`config.mk`:
```
export PLATFORM = sky130hd
export DESIGN_NAME = sign_mag_dot_product
export DESIGN_NICKNAME = d
export VERILOG_FILES = /design/src/rtl/sign_mag_pkg.sv /design/src/rtl/sign_mag_reduce.sv /design/src/rtl/sign_mag_dot_product.sv
export SDC_FILE = /design/constraint.sdc
export NUM_CORES = 2
export LEC_CHECK = 0
export ABC_AREA = 1
export BUFFER_PORTS_ARGS = -buffer_cell sky130_fd_sc_hd__buf_2
export CORE_MARGIN = 2
export CORE_UTILIZATION = 40
export CTS_CLUSTER_DIAMETER = 200
export DETAILED_ROUTE_END_ITERATION = 10
export PLACE_DENSITY_LB_ADDON = 0.1
export SYNTH_ARGS = -nofsm -noshare
export SYNTH_HDL_FRONTEND = slang
export SYNTH_SLANG_ARGS = --single-unit
```
`constraint.sdc`:
```
create_clock -name clk_i -period 9.4 [get_ports clk_i]
set_input_delay 0 -clock clk_i [delete_from_list [all_inputs] [get_ports clk_i]]
set_output_delay 0 -clock clk_i [all_outputs]
set_load 0.03 [all_outputs]
```
`src/rtl/sign_mag_pkg.sv`:
```
// Shared width helpers and typedefs for the sign-magnitude dot-product datapath.
package sign_mag_pkg;

   function automatic int mult_width(input int data_width);
      return 2 * data_width;
   endfunction

   function automatic int sum_width(input int data_width, input int size);
      return mult_width(data_width) + $clog2(size);
   endfunction

   localparam int DefDataWidth = 8;
   localparam int DefSize      = 4;
   localparam int DefAccWidth  = 24;

   typedef logic [DefDataWidth-1:0]                       lane_mag_t;
   typedef logic [mult_width(DefDataWidth)-1:0]           prod_mag_t;
   typedef logic [sum_width(DefDataWidth, DefSize)-1:0]   sum_t;
   typedef logic [DefAccWidth-1:0]                        result_mag_t;

   typedef struct packed {
      logic        sign;
      result_mag_t mag;
   } sm_result_t;

endpackage

```
`src/rtl/sign_mag_reduce.sv`:
```
// Combinational split of lane products into positive/negative sets and their unsigned sums.
module sign_mag_reduce
   import sign_mag_pkg::*;
#(
   parameter int DataWidth = 8,
   parameter int Size      = 4
) (
   input  logic [Size-1:0]                              prod_sign_i,
   input  logic [Size*mult_width(DataWidth)-1:0]        prod_mag_i,
   output logic [sum_width(DataWidth, Size)-1:0]        pos_sum_o,
   output logic [sum_width(DataWidth, Size)-1:0]        neg_sum_o
);

   localparam int MultWidth = mult_width(DataWidth);
   localparam int SumWidth  = sum_width(DataWidth, Size);

   logic [SumWidth-1:0] pos_lane [Size];
   logic [SumWidth-1:0] neg_lane [Size];

   always_comb begin
      for (int unsigned i = 0; i < Size; i++) begin
         pos_lane[i] = '0;
         neg_lane[i] = '0;
         if (prod_sign_i[i]) neg_lane[i] = SumWidth'(prod_mag_i[i*MultWidth +: MultWidth]);
         else                pos_lane[i] = SumWidth'(prod_mag_i[i*MultWidth +: MultWidth]);
      end
   end

   // Linear reduction; synthesis rebalances it into a tree.
   always_comb begin
      pos_sum_o = '0;
      neg_sum_o = '0;
      for (int unsigned i = 0; i < Size; i++) begin
         pos_sum_o = pos_sum_o + pos_lane[i];
         neg_sum_o = neg_sum_o + neg_lane[i];
      end
   end

endmodule

```
`src/rtl/sign_mag_dot_product.sv`:
```
// Pipelined signed dot product: S1 convert/multiply, S2 reduce, S3 accumulate, output resolve.
module sign_mag_dot_product
   import sign_mag_pkg::*;
#(
   parameter int DataWidth = 8,
   parameter int Size      = 4,
   parameter int AccWidth  = 24
) (
   input  logic                      clk_i,
   input  logic                      rst_i,
   input  logic                      in_valid_i,
   output logic                      in_ready_o,
   input  logic                      in_last_i,
   input  logic [Size*DataWidth-1:0] op0_vec_i,
   input  logic [Size*DataWidth-1:0] op1_vec_i,
   output logic                      out_valid_o,
   input  logic                      out_ready_i,
   output logic                      out_sign_o,
   output logic [AccWidth-1:0]       out_mag_o,
   output logic                      out_overflow_o
);

   localparam int MultWidth = mult_width(DataWidth);
   localparam int SumWidth  = sum_width(DataWidth, Size);

   typedef logic [AccWidth:0] acc_t;
   typedef struct packed {
      logic                sign;
      logic [AccWidth-1:0] mag;
   } result_t;

   logic en;

   logic                      s1_valid_q, s1_last_q;
   logic [Size-1:0]           s1_sign_q, s1_sign_d;
   logic [Size*MultWidth-1:0] s1_mag_q, s1_mag_d;

   logic                      s2_valid_q, s2_last_q;
   logic [SumWidth-1:0]       s2_pos_q, s2_neg_q, pos_sum, neg_sum;

   acc_t                      pos_acc_q, neg_acc_q, pos_tot, neg_tot;
   logic                      ovf_q, ovf_tot;

   logic                      s3_valid_q, s3_last_q, s3_ovf_q;
   acc_t                      s3_pos_q, s3_neg_q;

   logic                      out_valid_q, out_ovf_q;
   result_t                   out_q, res_d;

   assign en         = !out_valid_q || out_ready_i;
   assign in_ready_o = en && !rst_i;

   always_comb begin
      logic [DataWidth-1:0] a, b, ma, mb;
      logic [MultWidth-1:0] p;
      s1_sign_d = '0;
      s1_mag_d  = '0;
      a = '0; b = '0; ma = '0; mb = '0; p = '0;
      for (int unsigned i = 0; i < Size; i++) begin
         a  = op0_vec_i[i*DataWidth +: DataWidth];
         b  = op1_vec_i[i*DataWidth +: DataWidth];
         ma = a[DataWidth-1] ? -a : a;
         mb = b[DataWidth-1] ? -b : b;
         p  = MultWidth'(ma) * MultWidth'(mb);
         s1_sign_d[i] = (p != '0) && (a[DataWidth-1] ^ b[DataWidth-1]);
         s1_mag_d[i*MultWidth +: MultWidth] = p;
      end
   end

   sign_mag_reduce #(
      .DataWidth (DataWidth),
      .Size      (Size)
   ) u_reduce (
      .prod_sign_i (s1_sign_q),
      .prod_mag_i  (s1_mag_q),
      .pos_sum_o   (pos_sum),
      .neg_sum_o   (neg_sum)
   );

   always_comb begin
      pos_tot = pos_acc_q + acc_t'(s2_pos_q);
      neg_tot = neg_acc_q + acc_t'(s2_neg_q);
      ovf_tot = ovf_q || pos_tot[AccWidth] || neg_tot[AccWidth];
   end

   // Totals are registered in S3 and resolved one stage later, giving the 3-edge latency.
   always_comb begin
      logic [AccWidth-1:0] p, n;
      p = s3_pos_q[AccWidth-1:0];
      n = s3_neg_q[AccWidth-1:0];
      res_d = '0;
      if (p > n) begin
         res_d.sign = 1'b0;
         res_d.mag  = p - n;
      end else if (n > p) begin
         res_d.sign = 1'b1;
         res_d.mag  = n - p;
      end
      if (s3_ovf_q) res_d.mag = '1;
   end

   always_ff @(posedge clk_i or posedge rst_i) begin
      if (rst_i) begin
         s1_valid_q  <= 1'b0;
         s1_last_q   <= 1'b0;
         s1_sign_q   <= '0;
         s1_mag_q    <= '0;
         s2_valid_q  <= 1'b0;
         s2_last_q   <= 1'b0;
         s2_pos_q    <= '0;
         s2_neg_q    <= '0;
         pos_acc_q   <= '0;
         neg_acc_q   <= '0;
         ovf_q       <= 1'b0;
         s3_valid_q  <= 1'b0;
         s3_last_q   <= 1'b0;
         s3_ovf_q    <= 1'b0;
         s3_pos_q    <= '0;
         s3_neg_q    <= '0;
         out_valid_q <= 1'b0;
         out_ovf_q   <= 1'b0;
         out_q       <= '0;
      end else if (en) begin
         s1_valid_q <= in_valid_i;
         s1_last_q  <= in_last_i;
         s1_sign_q  <= s1_sign_d;
         s1_mag_q   <= s1_mag_d;

         s2_valid_q <= s1_valid_q;
         s2_last_q  <= s1_last_q;
         s2_pos_q   <= pos_sum;
         s2_neg_q   <= neg_sum;

         if (s2_valid_q) begin
            pos_acc_q <= s2_last_q ? '0 : pos_tot;
            neg_acc_q <= s2_last_q ? '0 : neg_tot;
            ovf_q     <= s2_last_q ? 1'b0 : ovf_tot;
         end
         s3_valid_q <= s2_valid_q;
         s3_last_q  <= s2_last_q;
         s3_pos_q   <= pos_tot;
         s3_neg_q   <= neg_tot;
         s3_ovf_q   <= ovf_tot;

         out_valid_q <= s3_valid_q && s3_last_q;
         if (s3_valid_q && s3_last_q) begin
            out_q     <= res_d;
            out_ovf_q <= s3_ovf_q;
         end
      end
   end

   assign out_valid_o    = out_valid_q;
   assign out_sign_o     = out_q.sign;
   assign out_mag_o      = out_q.mag;
   assign out_overflow_o = out_ovf_q;

endmodule

```
* Word level (Yosys, flattened, before mapping)
Index checks and enable logic that the tools add are counted.
** Word-level totals
- Word-level logic and storage cells :: 87
- Register bits :: 237
- Output and inout bits :: 28
** Cells by class
- Magnitude comparators :: 2
- Reductions and logical operators :: 17
- Mux-type cells :: 22
- Bitwise gates (word level) :: 4
- Multiply operators :: 4
- Add/sub/neg operators :: 18
** Operators with widths (count)
- 16-bit 2-to-1 mux :: 8
- 25-bit 2-to-1 mux :: 4
- 18-bit by 16-bit adder with 18-bit output :: 4
- 8-bit by 8-bit multiplier with 16-bit output :: 4
- 8-bit 2-to-1 mux :: 8
- 8-bit negation :: 8
- 16-bit nonzero test :: 4
- 25-bit by 18-bit adder with 25-bit output :: 2
- 24-bit > comparator :: 2
- 24-bit subtractor :: 2
- 16-bit by 16-bit adder with 17-bit output :: 2
- 24-bit 2-to-1 mux :: 1
- 1-bit logical AND :: 6
- 2-bit AND reduction :: 2
- 1-bit XOR :: 4
- 1-bit logical OR :: 3
- 1-bit zero test :: 2
- 1-bit 2-to-1 mux :: 1

* Longest topological paths before layout
- Depth in word-level cells :: 5
- Depth in mapped cells :: 34
- Mapped depth without buffers :: 34

* Modules after synthesis
From an unflattened synthesis, not the netlist that was laid out.
** Unflattened totals
- Cells, all modules :: 4465
- Area, all modules :: 29522.1 um^2
** By module, submodules not included
- sign_mag_dot_product :: area each 25014.0 um^2, sequential area each 5930.7 um^2, cells an instance 3695, times used 1
- sign_mag_reduce :: area each 4508.1 um^2, sequential area each 0.0 um^2, cells an instance 770, times used 1

* Worst setup path before layout
No wires, ideal clock.
- Path kind :: input to register
- From :: input op1_vec_i[16]
- To :: register s1_sign_q[2]
- Path buffers :: 0
- Library setup time :: 0.116 ns
- Arrival time :: 4.438 ns
- Path slack :: 4.846 ns
- Stages :: 28
- Cell sequence :: inv_1 ha_1 inv_1 nor2_1 inv_1 nor2_1 inv_1 o31ai_1 xor2_1 nand2_1 fa_1 fa_1 inv_1 fa_1 inv_1 fa_1 inv_1 ha_1 nand2_1 nor2_1 nand2_1 nand2_1 xor2_1 nand2_1 nor2_1 nand3_1 nand2_1 nand2_1
** Between the ends
- Word-level cells in the longest chain between the ends :: 5
** Ends and longest elaborated chain
- from (decl) :: line sign_mag_dot_product.sv:15 : input logic [Size*DataWidth-1:0] op1_vec_i,
- 8-bit negation :: line sign_mag_dot_product.sv:63 : mb = b[DataWidth-1] ? -b : b;
- 8-bit 2-to-1 mux * :: line sign_mag_dot_product.sv:63
- 8-bit by 8-bit multiplier with 16-bit output * :: line sign_mag_dot_product.sv:64 : p = MultWidth'(ma) * MultWidth'(mb);
- 16-bit nonzero test * :: line sign_mag_dot_product.sv:65 : s1_sign_d[i] = (p != '0) && (a[DataWidth-1] ^ b[DataWidth-1]);
- 1-bit logical AND * :: line sign_mag_dot_product.sv:65
- to (signal assigned) :: line sign_mag_dot_product.sv:126 : s1_sign_q <= s1_sign_d;
- to (decl) :: line sign_mag_dot_product.sv:35 : logic [Size-1:0] s1_sign_q, s1_sign_d;
Every way passes the cells marked *; elsewhere a longest branch is shown, timed or not.
A chain may end at the register's enable or synchronous reset.

* Worst setup path in the final report
- From :: input op0_vec_i[16]
- To :: register s1_sign_q[2]
** Between the ends
- Word-level cells in the longest chain between the ends :: 5
** Ends and longest elaborated chain
- from (decl) :: line sign_mag_dot_product.sv:14 : input logic [Size*DataWidth-1:0] op0_vec_i,
- 8-bit negation :: line sign_mag_dot_product.sv:62 : ma = a[DataWidth-1] ? -a : a;
- 8-bit 2-to-1 mux * :: line sign_mag_dot_product.sv:62
- 8-bit by 8-bit multiplier with 16-bit output * :: line sign_mag_dot_product.sv:64
- 16-bit nonzero test * :: line sign_mag_dot_product.sv:65
- 1-bit logical AND * :: line sign_mag_dot_product.sv:65
Marks and branches as above.

==> impl_metrics.toml <==
[status]
outcome = "completed"

[synth]
yosys-top-cells-area = "dfrtp_1 (20%), nand2_1 (17%), ha_1 (13%)"
syn_area_um2 = 29700
synth-simple-area-share = 0.304
syn-num-nets = 5015
yosysTopAreaCell = "dfrtp_1"
synth_top_family_by_area = "simple AND/OR/NAND/NOR gates"
yosysSeqAreaShare = 0.200
synthAdderAreaFrac = 0.251
synth_top_cell_area_share = 0.200
synth_cells = 4462
ys_types = 52
avgSynthCellArea_um2 = 6.65
muxShareOfSynthArea = 0
yosys_warnings = 0
synth_compound_area_frac = 0.0886
ys_ff_latch = 237
synth_xor_area_frac = 0.0319

[timing]
worst_pin_slew_ns = 0.915
rsz0062_at_grt = "false"
hold_violations = 0
setup_violations = 0
final.setup_skew_ns = 0.0164
hold_slack_ns = 0.0323
fin_crit_ns = 5.03
clock.fmax_mhz = 199
finalMaxSlewViolations = 0
maxSlewHeadroom = 0.385
fin_crit_sh = 0.535
tns_ns = 0

[pwr]
switching_power_mw = 6.08
p_int_mw = 4.92
total_power_mw = 11.0
peakVddDrop_mv = 0.191
switching_share = 0.552
p_leak_nw = 18.5
clockPowerShare = 0.115
p_comb_frac = 0.725
power.density_nw_per_um2 = 339
pwr-share-seq = 0.160

[setup_path]
end_kind = "register"
worst-path-max-fanout = 8
worstPathArrival_ns = 5.52
startpoint_type = "input pin"
required_ns = 9.89
worstSetupPathType = "in -> reg"

[routing]
drt_iter0_drc = 1635
vias = 26800
vias_per_cell = 4.83
wl_per_cell_um = 14.7
drc = 0
drt_wl_total_um = 81300
firstDrtPassIters = 5
ant_nets = 0

[cts]
cts_root_buf = "clkbuf_16"
cts_buffers = 31
postCtsSetupRepairBufs = 0
ctsHoldBuffers = 18
insertion_delay_ns = 0.60
ctsResizeCount = 0
cts_tree = "yes"
clkSinkCount = 237
clk_pin_slew_worst_paths_ns = 0.06
cts_buffer_depth = 3
cts.htree.levels = 1

[cells_and_area]
drive_gt1_frac = 0.0555
fillers = 7867
nets = 5101
area_delta_synth_final_pct = 9.31

[placed_design]
port_buffers = 96
gp_congestion = 0.924
hpwl_um = 67400

[floorplan]
dieArea_um2 = 76300
boundaryPins = 97
rows = 99
start_util = 0.405
core_um2 = 73200
die_h_um = 276
die_w_um = 276

[global_routing]
grt_usage = 0.213
grt_max_degree = 78
grt_pass1_vias = 26100
grt_pass1_wl_um = 134000
antenna_found_initial = 1
grt_remaining_overflow = 0

[run]
cap_violations = 0

[hold_path]
hold_path.class = "in -> reg"
-- routing by layer --
layer / share of wire / vias to the layer above / global-route usage
li1: - / 14000 / -
met1: 0.47 / 12400 / 0.288
met2: 0.47 / 365 / 0.370
met3: 0.030 / 71 / 0.0155
met4: 0.023 / 0 / 0.0516
met5: 0 / - / 0
-- layout by cell type, fill, tap and decap left out, drive strengths merged, types with 2 or more instances in the layout --
cell,instances
a21boi,6
a21o,4
a21oi,152
a22o,17
a31o,3
a31oi,36
and2,2
buf,110
bufinv,4
clkbuf,42
clkinv,6
clkinvlp,4
dfrtp,237
dlygate4sd3,18
fa,184
ha,300
inv,900
nand2,1325
nand3,210
nand3b,16
nand4,62
nor2,487
nor3,38
nor3b,3
nor4,8
o211ai,2
o21a,3
o21ai,221
o21bai,18
o31ai,3
or2,39
xnor2,32
xor2,76
-- final cells by class --
cell class | count | area [µm²] | area share
multi-input combinational | 3252 | 20000 | 0.618
antenna | 1 | 2.50 | 0.0000772
clock buffer | 42 | 887 | 0.0274
clock inverter | 16 | 201 | 0.00621
inverter | 898 | 3380 | 0.104
sequential | 237 | 5930 | 0.183
tap | 959 | 1200 | 0.0370
timing repair buffer | 128 | 766 | 0.0236
-- synthesized netlist by cell type (all sizes together) --
library cell  count
nand2          1325
inv             897
nor2            487
ha              300
dfrtp           237
o21ai           221
nand3           210
fa              184
a21oi           152
xor2             76
clkbuf           62
nand4            62
or2              39
nor3             38
a31oi            36
xnor2            32
o21bai           18
a22o             17
nand3b           16
buf              12
nor4              8
a21boi            6
a21o              4
a31o              3
nor3b             3
o21a              3
o31ai             3
and2              2
o211ai            2
a211oi            1
a221oi            1
a22oi             1
clkinv            1
dlygate4sd1       1
o2111ai           1
o211a             1
-- cells by family (layout without fill, tap and decap cells) --
group                    count (synthesis)  count (layout)
AND/OR/NAND/NOR                       2190            2190
buffers and inverters                  973            1084
flip-flops                             237             237
XOR/XNOR                               108             108
AO/OA/AOI/OAI                          470             470
other                                    0               1
adder cells (fa/ha/maj)                484             484
-- registers in the layout (all words and copies together) (netlist names) --
register / cells
s1_mag_q: 64
neg_acc_q: 25
pos_acc_q: 25
out_mag_o: 24
s3_neg_q: 24
s3_pos_q: 24
s2_neg_q: 18
s2_pos_q: 18
s1_sign_q: 4
out_overflow_o: 1
out_sign_o: 1
out_valid_o: 1
ovf_q: 1
s1_last_q: 1
s1_valid_q: 1
s2_last_q: 1
s2_valid_q: 1
s3_last_q: 1
s3_ovf_q: 1
s3_valid_q: 1
-- path summary, 6_finish.rpt --
kind	endpoint	slack, ns	cells after the start	startpoint
max in group asynchronous	s1_mag_q[9]$_DFFE_PP0N_	7.59	5	rst_i
worst max register to register	s2_pos_q[17]$_DFFE_PP0N_	4.78	19	s1_sign_q[1]$_DFFE_PP0N_
worst max-delay path	s1_sign_q[2]$_DFFE_PP0N_	4.37	27	op0_vec_i[16]
worst min register to register	ovf_q$_DFFE_PP0P_	0.49	2	ovf_q$_DFFE_PP0P_
worst min-delay path	s1_sign_q[0]$_DFFE_PP0N_	0.03	5	op0_vec_i[7]
min in group asynchronous	neg_acc_q[24]$_DFFE_PP0P_	0.59	4	rst_i
-- metrics by stage --
stage                     cells  setup WS, ns   util  instance area (µm²)
after floorplan            4462          2.90      -                29700
after global routing       5532          3.74  0.443                32400
after detailed placement   5456          4.21  0.425                31100
after CTS                  5532          4.37  0.443                32400
final                      5533          4.37  0.443                32400
after global placement     5456          4.28  0.425                31100
-- power groups by stage --
stage | clock network (mW) | registers [mW] | logic, mW
5_1_grt | 1.34 | 1.81 | 9.13
3_3_place_gp | 0 | 1.78 | 7.95
4_1_cts | 1.30 | 1.77 | 8.02
3_5_place_dp | 0 | 1.78 | 7.96
2_1_floorplan | 0 | 1.76 | 5.91
6_report | 1.26 | 1.76 | 7.97
-- critical path, cell delays in order --
cell and delay, ns:
dlygate4sd3_1 0.53, buf_2 0.15, inv_1 0.20, ha_1 0.20
inv_1 0.05, nor3_1 0.16, or2_2 0.15, xor2_1 0.53
nand2_1 0.17, fa_1 0.45, inv_1 0.08, fa_1 0.43
fa_1 0.54, inv_1 0.05, fa_1 0.47, inv_1 0.04
ha_1 0.35, nand2_1 0.13, nor2_1 0.16, nand2_1 0.07
nand2_1 0.08, xor2_1 0.18, nand2_1 0.07, nor2_1 0.10
nand3_1 0.07, nand2_1 0.07, nand2_1 0.05
No activity file was read; power rests on OpenSTA's default activity.
